File: src/rtl/fxp_mult_pipe.sv
`default_nettype none
// +------------------------------------------------------------------------+
// | Module      : fxp_mult_pipe                                            |
// | Description : Pipelined signed fixed-point multiplier (Q-format) with  |
// |               valid/ready flow control, selectable round-half-away /   |
// |               truncate, saturate / wrap, per-result and sticky         |
// |               overflow flags.                                          |
// | Revision    : 1.0 - initial streaming implementation                   |
// +------------------------------------------------------------------------+
module fxp_mult_pipe #(
   parameter int N     = 32,
   parameter int Q     = 18,
   parameter int ROUND = 1,
   parameter int SAT   = 1
) (
   input  logic         clk,
   input  logic         rst_n,
   input  logic         in_valid,
   output logic         in_ready,
   input  logic [N-1:0] in_a,
   input  logic [N-1:0] in_b,
   output logic         out_valid,
   input  logic         out_ready,
   output logic [N-1:0] out_data,
   output logic         out_ovr,
   output logic         ovr_sticky,
   input  logic         clr_ovr
);

   // Result magnitude width and the shifted-product width that keeps the
   // rounding bit as its LSB.
   localparam int c_mag_w = 2 * N - Q;
   localparam int c_shf_w = 2 * N - Q + 1;

   // Largest magnitudes representable for a positive / negative result.
   localparam logic [c_mag_w-1:0] c_lim_pos = {{(c_mag_w - N){1'b0}}, 1'b0, {(N - 1){1'b1}}};
   localparam logic [c_mag_w-1:0] c_lim_neg = {{(c_mag_w - N){1'b0}}, 1'b1, {(N - 1){1'b0}}};
   localparam logic [N-1:0]       c_sat_pos = {1'b0, {(N - 1){1'b1}}};
   localparam logic [N-1:0]       c_sat_neg = {1'b1, {(N - 1){1'b0}}};

   // Pipeline registers
   logic                 r_s1_valid;
   logic                 r_s1_sign;
   logic [N-1:0]         r_s1_mag_a;
   logic [N-1:0]         r_s1_mag_b;
   logic                 r_s2_valid;
   logic                 r_s2_sign;
   logic [2*N-1:0]       r_s2_prod;
   logic                 r_s3_valid;
   logic                 r_s3_sign;
   logic [c_mag_w-1:0]   r_s3_mag;
   logic                 r_out_valid;
   logic [N-1:0]         r_out_data;
   logic                 r_out_ovr;
   logic                 r_ovr_sticky;

   // Combinational helpers
   logic                 w_stall;
   logic [N-1:0]         w_mag_a;
   logic [N-1:0]         w_mag_b;
   logic [c_shf_w-1:0]   w_shifted;
   logic                 w_rnd_bit;
   logic [c_mag_w-1:0]   w_mag;
   logic                 w_ovr;
   logic [N-1:0]         w_mag_low;
   logic [N-1:0]         w_wrap;
   logic [N-1:0]         w_result;

   // The whole pipe freezes while a result waits for the consumer; no
   // bubble collapsing, so in_ready depends combinationally on out_ready.
   assign w_stall  = r_out_valid & ~out_ready;
   assign in_ready = ~w_stall;

   // Unsigned magnitudes; the most negative value maps to 2^(N-1) exactly.
   assign w_mag_a = in_a[N-1] ? -in_a : in_a;
   assign w_mag_b = in_b[N-1] ? -in_b : in_b;

   // Drop the fraction bits below Q-1; bit 0 of the shifted value is P[Q-1].
   assign w_shifted = c_shf_w'(r_s2_prod >> (Q - 1));
   assign w_rnd_bit = (ROUND != 0) & w_shifted[0];
   // No carry out possible: |P| <= 2^(2N-2), so M stays far below all-ones.
   assign w_mag     = w_shifted[c_shf_w-1:1] + {{(c_mag_w - 1){1'b0}}, w_rnd_bit};

   // Overflow and final sign application on the registered magnitude.
   assign w_ovr     = r_s3_sign ? (r_s3_mag > c_lim_neg) : (r_s3_mag > c_lim_pos);
   assign w_mag_low = r_s3_mag[N-1:0];
   assign w_wrap    = r_s3_sign ? -w_mag_low : w_mag_low;
   assign w_result  = ((SAT != 0) && w_ovr) ? (r_s3_sign ? c_sat_neg : c_sat_pos) : w_wrap;

   // S1: capture product sign and operand magnitudes.
   always_ff @(posedge clk or negedge rst_n) begin
      if (!rst_n) begin
         r_s1_valid <= 1'b0;
         r_s1_sign  <= 1'b0;
         r_s1_mag_a <= '0;
         r_s1_mag_b <= '0;
      end else if (!w_stall) begin
         r_s1_valid <= in_valid;
         r_s1_sign  <= in_a[N-1] ^ in_b[N-1];
         r_s1_mag_a <= w_mag_a;
         r_s1_mag_b <= w_mag_b;
      end
   end

   // S2: full-width unsigned product of the magnitudes.
   always_ff @(posedge clk or negedge rst_n) begin
      if (!rst_n) begin
         r_s2_valid <= 1'b0;
         r_s2_sign  <= 1'b0;
         r_s2_prod  <= '0;
      end else if (!w_stall) begin
         r_s2_valid <= r_s1_valid;
         r_s2_sign  <= r_s1_sign;
         r_s2_prod  <= {{N{1'b0}}, r_s1_mag_a} * {{N{1'b0}}, r_s1_mag_b};
      end
   end

   // S3: rescaled (and optionally rounded) result magnitude.
   always_ff @(posedge clk or negedge rst_n) begin
      if (!rst_n) begin
         r_s3_valid <= 1'b0;
         r_s3_sign  <= 1'b0;
         r_s3_mag   <= '0;
      end else if (!w_stall) begin
         r_s3_valid <= r_s2_valid;
         r_s3_sign  <= r_s2_sign;
         r_s3_mag   <= w_mag;
      end
   end

   // Output register: data and flag keep their last value when no result loads.
   always_ff @(posedge clk or negedge rst_n) begin
      if (!rst_n) begin
         r_out_valid <= 1'b0;
         r_out_data  <= '0;
         r_out_ovr   <= 1'b0;
      end else if (!w_stall) begin
         r_out_valid <= r_s3_valid;
         if (r_s3_valid) begin
            r_out_data <= w_result;
            r_out_ovr  <= w_ovr;
         end
      end
   end

   // Sticky overflow: a new overflowing result beats a simultaneous clear.
   always_ff @(posedge clk or negedge rst_n) begin
      if (!rst_n) begin
         r_ovr_sticky <= 1'b0;
      end else if (!w_stall && r_s3_valid && w_ovr) begin
         r_ovr_sticky <= 1'b1;
      end else if (clr_ovr) begin
         r_ovr_sticky <= 1'b0;
      end
   end

   assign out_valid  = r_out_valid;
   assign out_data   = r_out_data;
   assign out_ovr    = r_out_ovr;
   assign ovr_sticky = r_ovr_sticky;

endmodule
`default_nettype wire

File: config.mk
export PLATFORM = sky130hd
export DESIGN_NAME = fxp_mult_pipe
export DESIGN_NICKNAME = d
export VERILOG_FILES = /design/src/rtl/fxp_mult_pipe.sv
export SDC_FILE = /design/constraint.sdc
export NUM_CORES = 2
export LEC_CHECK = 0
export BUFFER_PORTS_ARGS = -buffer_cell sky130_fd_sc_hd__buf_2
export CAP_MARGIN = 15
export CORE_MARGIN = 2
export CORE_UTILIZATION = 30
export CTS_CLUSTER_SIZE = 12
export DETAILED_ROUTE_END_ITERATION = 16
export SYNTH_ARGS = -nofsm -noshare
export SYNTH_HDL_FRONTEND = slang
export SYNTH_SLANG_ARGS = --single-unit
File: constraint.sdc
create_clock -name clk -period 10.36 [get_ports clk]
set_input_delay 0.518 -clock clk [delete_from_list [all_inputs] [get_ports clk]]
set_output_delay 0.518 -clock clk [all_outputs]
set_load 0.05 [all_outputs]
* Yosys cells after proc, flatten, opt, wreduce, memory -nomap -nowiden
Cells that the tools add are included.
Storage, ports and cells: bits of input ports 69, word-level logic and storage cells 38, register bits 215, output and inout port bits 36
Cells by class: bitwise operators 4, reductions and logical operators 5, $add $sub $neg 4, multipliers 1, multiplexer cells 8, magnitude comparators 2
Operator list (number):
- $mux W32 | 5
- $neg A32 Y32 | 3
- $mul A32 B32 Y64 | 1
- $add A46 B1 Y46 | 1
- $gt A46 B31 Y1 const B | 1
- $gt A46 B32 Y1 const B | 1
- $mux W1 | 3
- $logic_and A1 B1 Y1 | 2
- $not A1 Y1 | 2
- $reduce_and A2 Y1 | 1
- $reduce_bool A2 Y1 | 1
- $and A1 B1 Y1 | 1
- $logic_not A1 Y1 | 1
- $xor A1 B1 Y1 | 1

* Logic depth before layout (Yosys ltp)
depth after elaboration 6, mapped depth 30, mapped depth without buffers 28

* Least setup slack after synthesis
OpenSTA, ideal clock, no wires.
kind flip-flop to flip-flop, from register r_s1_mag_b[25], to register r_s2_prod[57], path buffers 2, setup time 0.131 ns, required time 10.229 ns, slack 2.865 ns, period minus slack after synthesis 7.495 ns, data arrival time 7.364 ns, cell stages (with the launch flop) 28, path through dfrtp_1 > clkbuf_1 > nand2_1 > fa_1 > inv_1 > fa_1 > inv_1 > fa_1 > inv_1 > fa_1 > fa_1 > fa_1 > fa_1 > inv_1 > fa_1 > inv_1 > ha_1 > clkbuf_1 > nand2_1 > nor2_1 > nand2_1 > a311oi_1 > nor2_1 > o31a_1 > o21a_1 > o21ai_0 > nor4b_1 > nor3_1
Between the ends: word-level cells in the longest chain between the ends 1
Ends and longest elaborated chain:
- from (decl) | line 45 | logic [N-1:0] r_s1_mag_b;
- from (signal assigned) | line 101 | r_s1_mag_b <= w_mag_b;
- $mul A32 B32 Y64 | line 114 | r_s2_prod <= {{N{1'b0}}, r_s1_mag_a} * {{N{1'b0}}, r_s1_mag_b};
- to (signal assigned) | line 114
- to (decl) | line 48 | logic [2*N-1:0] r_s2_prod;
Every way passes these cells. A chain may end at the register's enable or synchronous reset.

* Worst setup path after layout
from register r_s1_mag_a[12], to register r_s2_prod[56]
Between the ends: word-level cells in the longest chain between the ends 1
Ends and longest elaborated chain:
- from (decl) | line 44 | logic [N-1:0] r_s1_mag_a;
- from (signal assigned) | line 100 | r_s1_mag_a <= w_mag_a;
- $mul A32 B32 Y64 | line 114
Every way passes these cells.

==> metrics.yaml <==
synth_enable_flop_cells: 0
crit_fanout: 33
first_iter_violations: 1793
antenna_found_initial: 5
die_height_um: 383
grt_pass1_wl_mm: 191
vias_per_cell: 4.79
htree_levels: 4
start_util_pct: 30.1
clockBufferDepth: 2
cts_tree: "built"
pre_cts_ws_ps: 1420
setup_slack_ps: 1210
synth_commonest_cells: "inv_1, fa_1, nand2_1"
layout-drive-gt1-share_pct: 5.24
grt_overflow_total: 0
yosysMostFrequentCell: "inv_1"
fin_crit_ps: 9150
synth_nets: 6025
num_rows: 139
grt_max_degree: 91
yosysUniqueCellTypes: 71
status: "completed"
synth_xor_area_share_pct: 3.23
vias: 31763
cp.arrival_ps: 9600
die_area_um2: 147000
ys_seq_area_share_pct: 11.5
slew_violations: 0
worst_pin_slew_ps: 1230
critPathLaunchType: "flop"
drc_errors: 0
cts_setup_buffers: 0
hold_viol_final: 0
synth_area_um2: 43100
slew_headroom_pct: 17.8
path_clk_slew_ps: 110
post_cts_resized: 0
cts-buffers-inserted: 17
core_area_um2: 143000
ctsHoldBuffers: 0
wire_per_inst_um: 17.7
design_area_um2: 46100
synth-seq-cells: 198
tns_ps: 0
synth_top_area_share_pct: 41.6
cts_root_buf: "clkbuf_16"
nets: 5946
synthAdderAreaFrac_pct: 49.3
synth_cells: 4796
yosys-top-cells-area: "fa_1, dfrtp_1, and2_1, inv_1, ha_1"
routabilityCongestion: 0.919
max_cap_violations: 0
cp.required_ps: 10810
postRouteAntennaNets: 0
finalSetupViolCount: 0
clock_latency_ps: 540
die_w_um: 383
first_pass_iters: 6
dpl.hpwl_mm: 94.8
area_delta_synth_final_pct: 7.05
worstSetupPathType: "flop to flop"
clock-sinks: 198
place_area_um2: 45500
hold-worst-slack_ps: 60.8
grt_pass1_vias: 34143
synth_compound_area_share_pct: 6.80
finClkSkew_ps: 36.5
post-route-period-util_pct: 88.3
synth_top_area_cell: "fa_1"
cp-end-kind: "flop"
synth_simple_gate_area_share_pct: 18.7
synth_top_family_by_area: "adder cells"
async_reset_ff_share_pct: 100
synth_mux_area_share_pct: 0.0929
grtUsageTotal_pct: 16.6
synth_ff_type: "dfrtp_1"
wl_mm: 118
rsz0062_at_grt: "no"
io_buffer_count: 104
io_pins: 105
yosys_warnings: 0
synth_area_per_cell_um2: 8.98
hp-class: "primary input to asynchronous set/reset pin"
clock.fmax_mhz: 109
## through the flow
stage                     utilization [%]  cells
final                                32.2   6634
after global routing                 32.2   6634
after CTS                            32.2   6632
after detailed placement             31.8   6600
after global placement               31.8   6600
after floorplan                         -   4796
## sequential cells by signal, summed over array words and instances, names as in the netlist
signal,flops
r_s3_mag,46
out_ovr,1
r_s1_valid,1
r_s2_sign,1
out_data,32
r_s3_valid,1
r_s1_sign,1
r_s1_mag_b,32
out_valid,1
r_s2_prod,47
r_s1_mag_a,32
ovr_sticky,1
r_s3_sign,1
r_s2_valid,1
## path summary, 6_finish.rpt
kind / startpoint / endpoint / slack, ps / cells past startpoint
worst max-delay path: r_s1_mag_a[12] / r_s2_prod[56] / 1210 / 24
worst min-delay path: rst_n / r_s3_mag[36] / 60 / 1
worst max register to register: r_s1_mag_a[12] / r_s2_prod[56] / 1210 / 24
worst min register to register: r_s2_valid / r_s3_valid / 460 / 2
max in group asynchronous: rst_n / r_s1_mag_a[0] / 8230 / 3
min in group clk: clr_ovr / ovr_sticky / 180 / 2
## cell families (layout without fill, tap and decap cells)
kind of cell / Yosys count / in the layout
other cells: 0 / 1
compound gates: 491 / 491
fa+ha+maj: 1160 / 1160
mux: 4 / 4
buf+inv: 1178 / 1112
simple gates: 1606 / 1606
flops: 198 / 198
xor+xnor: 159 / 159
## layer usage
metal / wire length [µm] / up-vias / track usage (%)
met5: 0 / - / 0
met4: 3970 / 0 / 5.81
met3: 5860 / 181 / 1.85
met2: 58700 / 879 / 28.6
met1: 49100 / 16416 / 21.5
li1: - / 14287 / -
## critical path: stages, from the launching register on
cell and delay, ps:
dfrtp_1 1160, and2_1 270, fa_1 450, fa_1 500
fa_1 550, inv_1 60, fa_1 470, inv_1 50
fa_1 510, inv_1 60, fa_1 530, inv_1 50
fa_1 390, fa_1 480, ha_1 400, a21oi_1 230
o21ai_0 170, a221oi_1 310, a21oi_1 110, nor3_1 540
a21oi_1 350, a21oi_1 400, a21oi_1 250, or4b_2 650
nand3_1 100
## layout by cell type, fill, tap and decap left out, types with 5 or more instances in the layout
cell	Yosys	layout
nand2_1	696	695
nand3_1	37	37
a22o_1	5	5
dfrtp_2	0	8
dfrtp_1	198	190
inv_1	898	898
xnor2_1	60	60
a21o_1	34	34
xor2_1	99	99
nor2b_1	14	13
or3_1	7	7
nor3b_1	12	12
o22a_1	11	11
and2_1	578	578
a31oi_1	11	11
ha_1	265	265
clkbuf_16	0	17
fa_1	895	895
or4_1	18	18
o41ai_1	9	9
o21ai_0	210	210
o21bai_1	9	9
and3_1	17	17
nand4_1	34	34
nor3_1	20	20
o31ai_1	24	24
buf_2	0	103
a21boi_0	10	10
buf_4	0	75
nand2b_1	9	9
o21a_1	9	9
nor4_1	13	13
nor2_1	119	119
or4_4	5	5
a21oi_1	120	120
a211oi_1	8	8
## layout make-up
type,instances,area (µm²)
clock inverter,14,155
fill,14921,97000
antenna,1,2.50
multi-input combinational,3420,33700
clock buffer,18,429
inverter,899,3370
timing repair buffer,181,1140
tap,1903,2380
sequential,198,4960
Power is left out: the tool's default activity adds up to more than one toggle a clock period on the data nets, which glitch-free logic cannot reach.
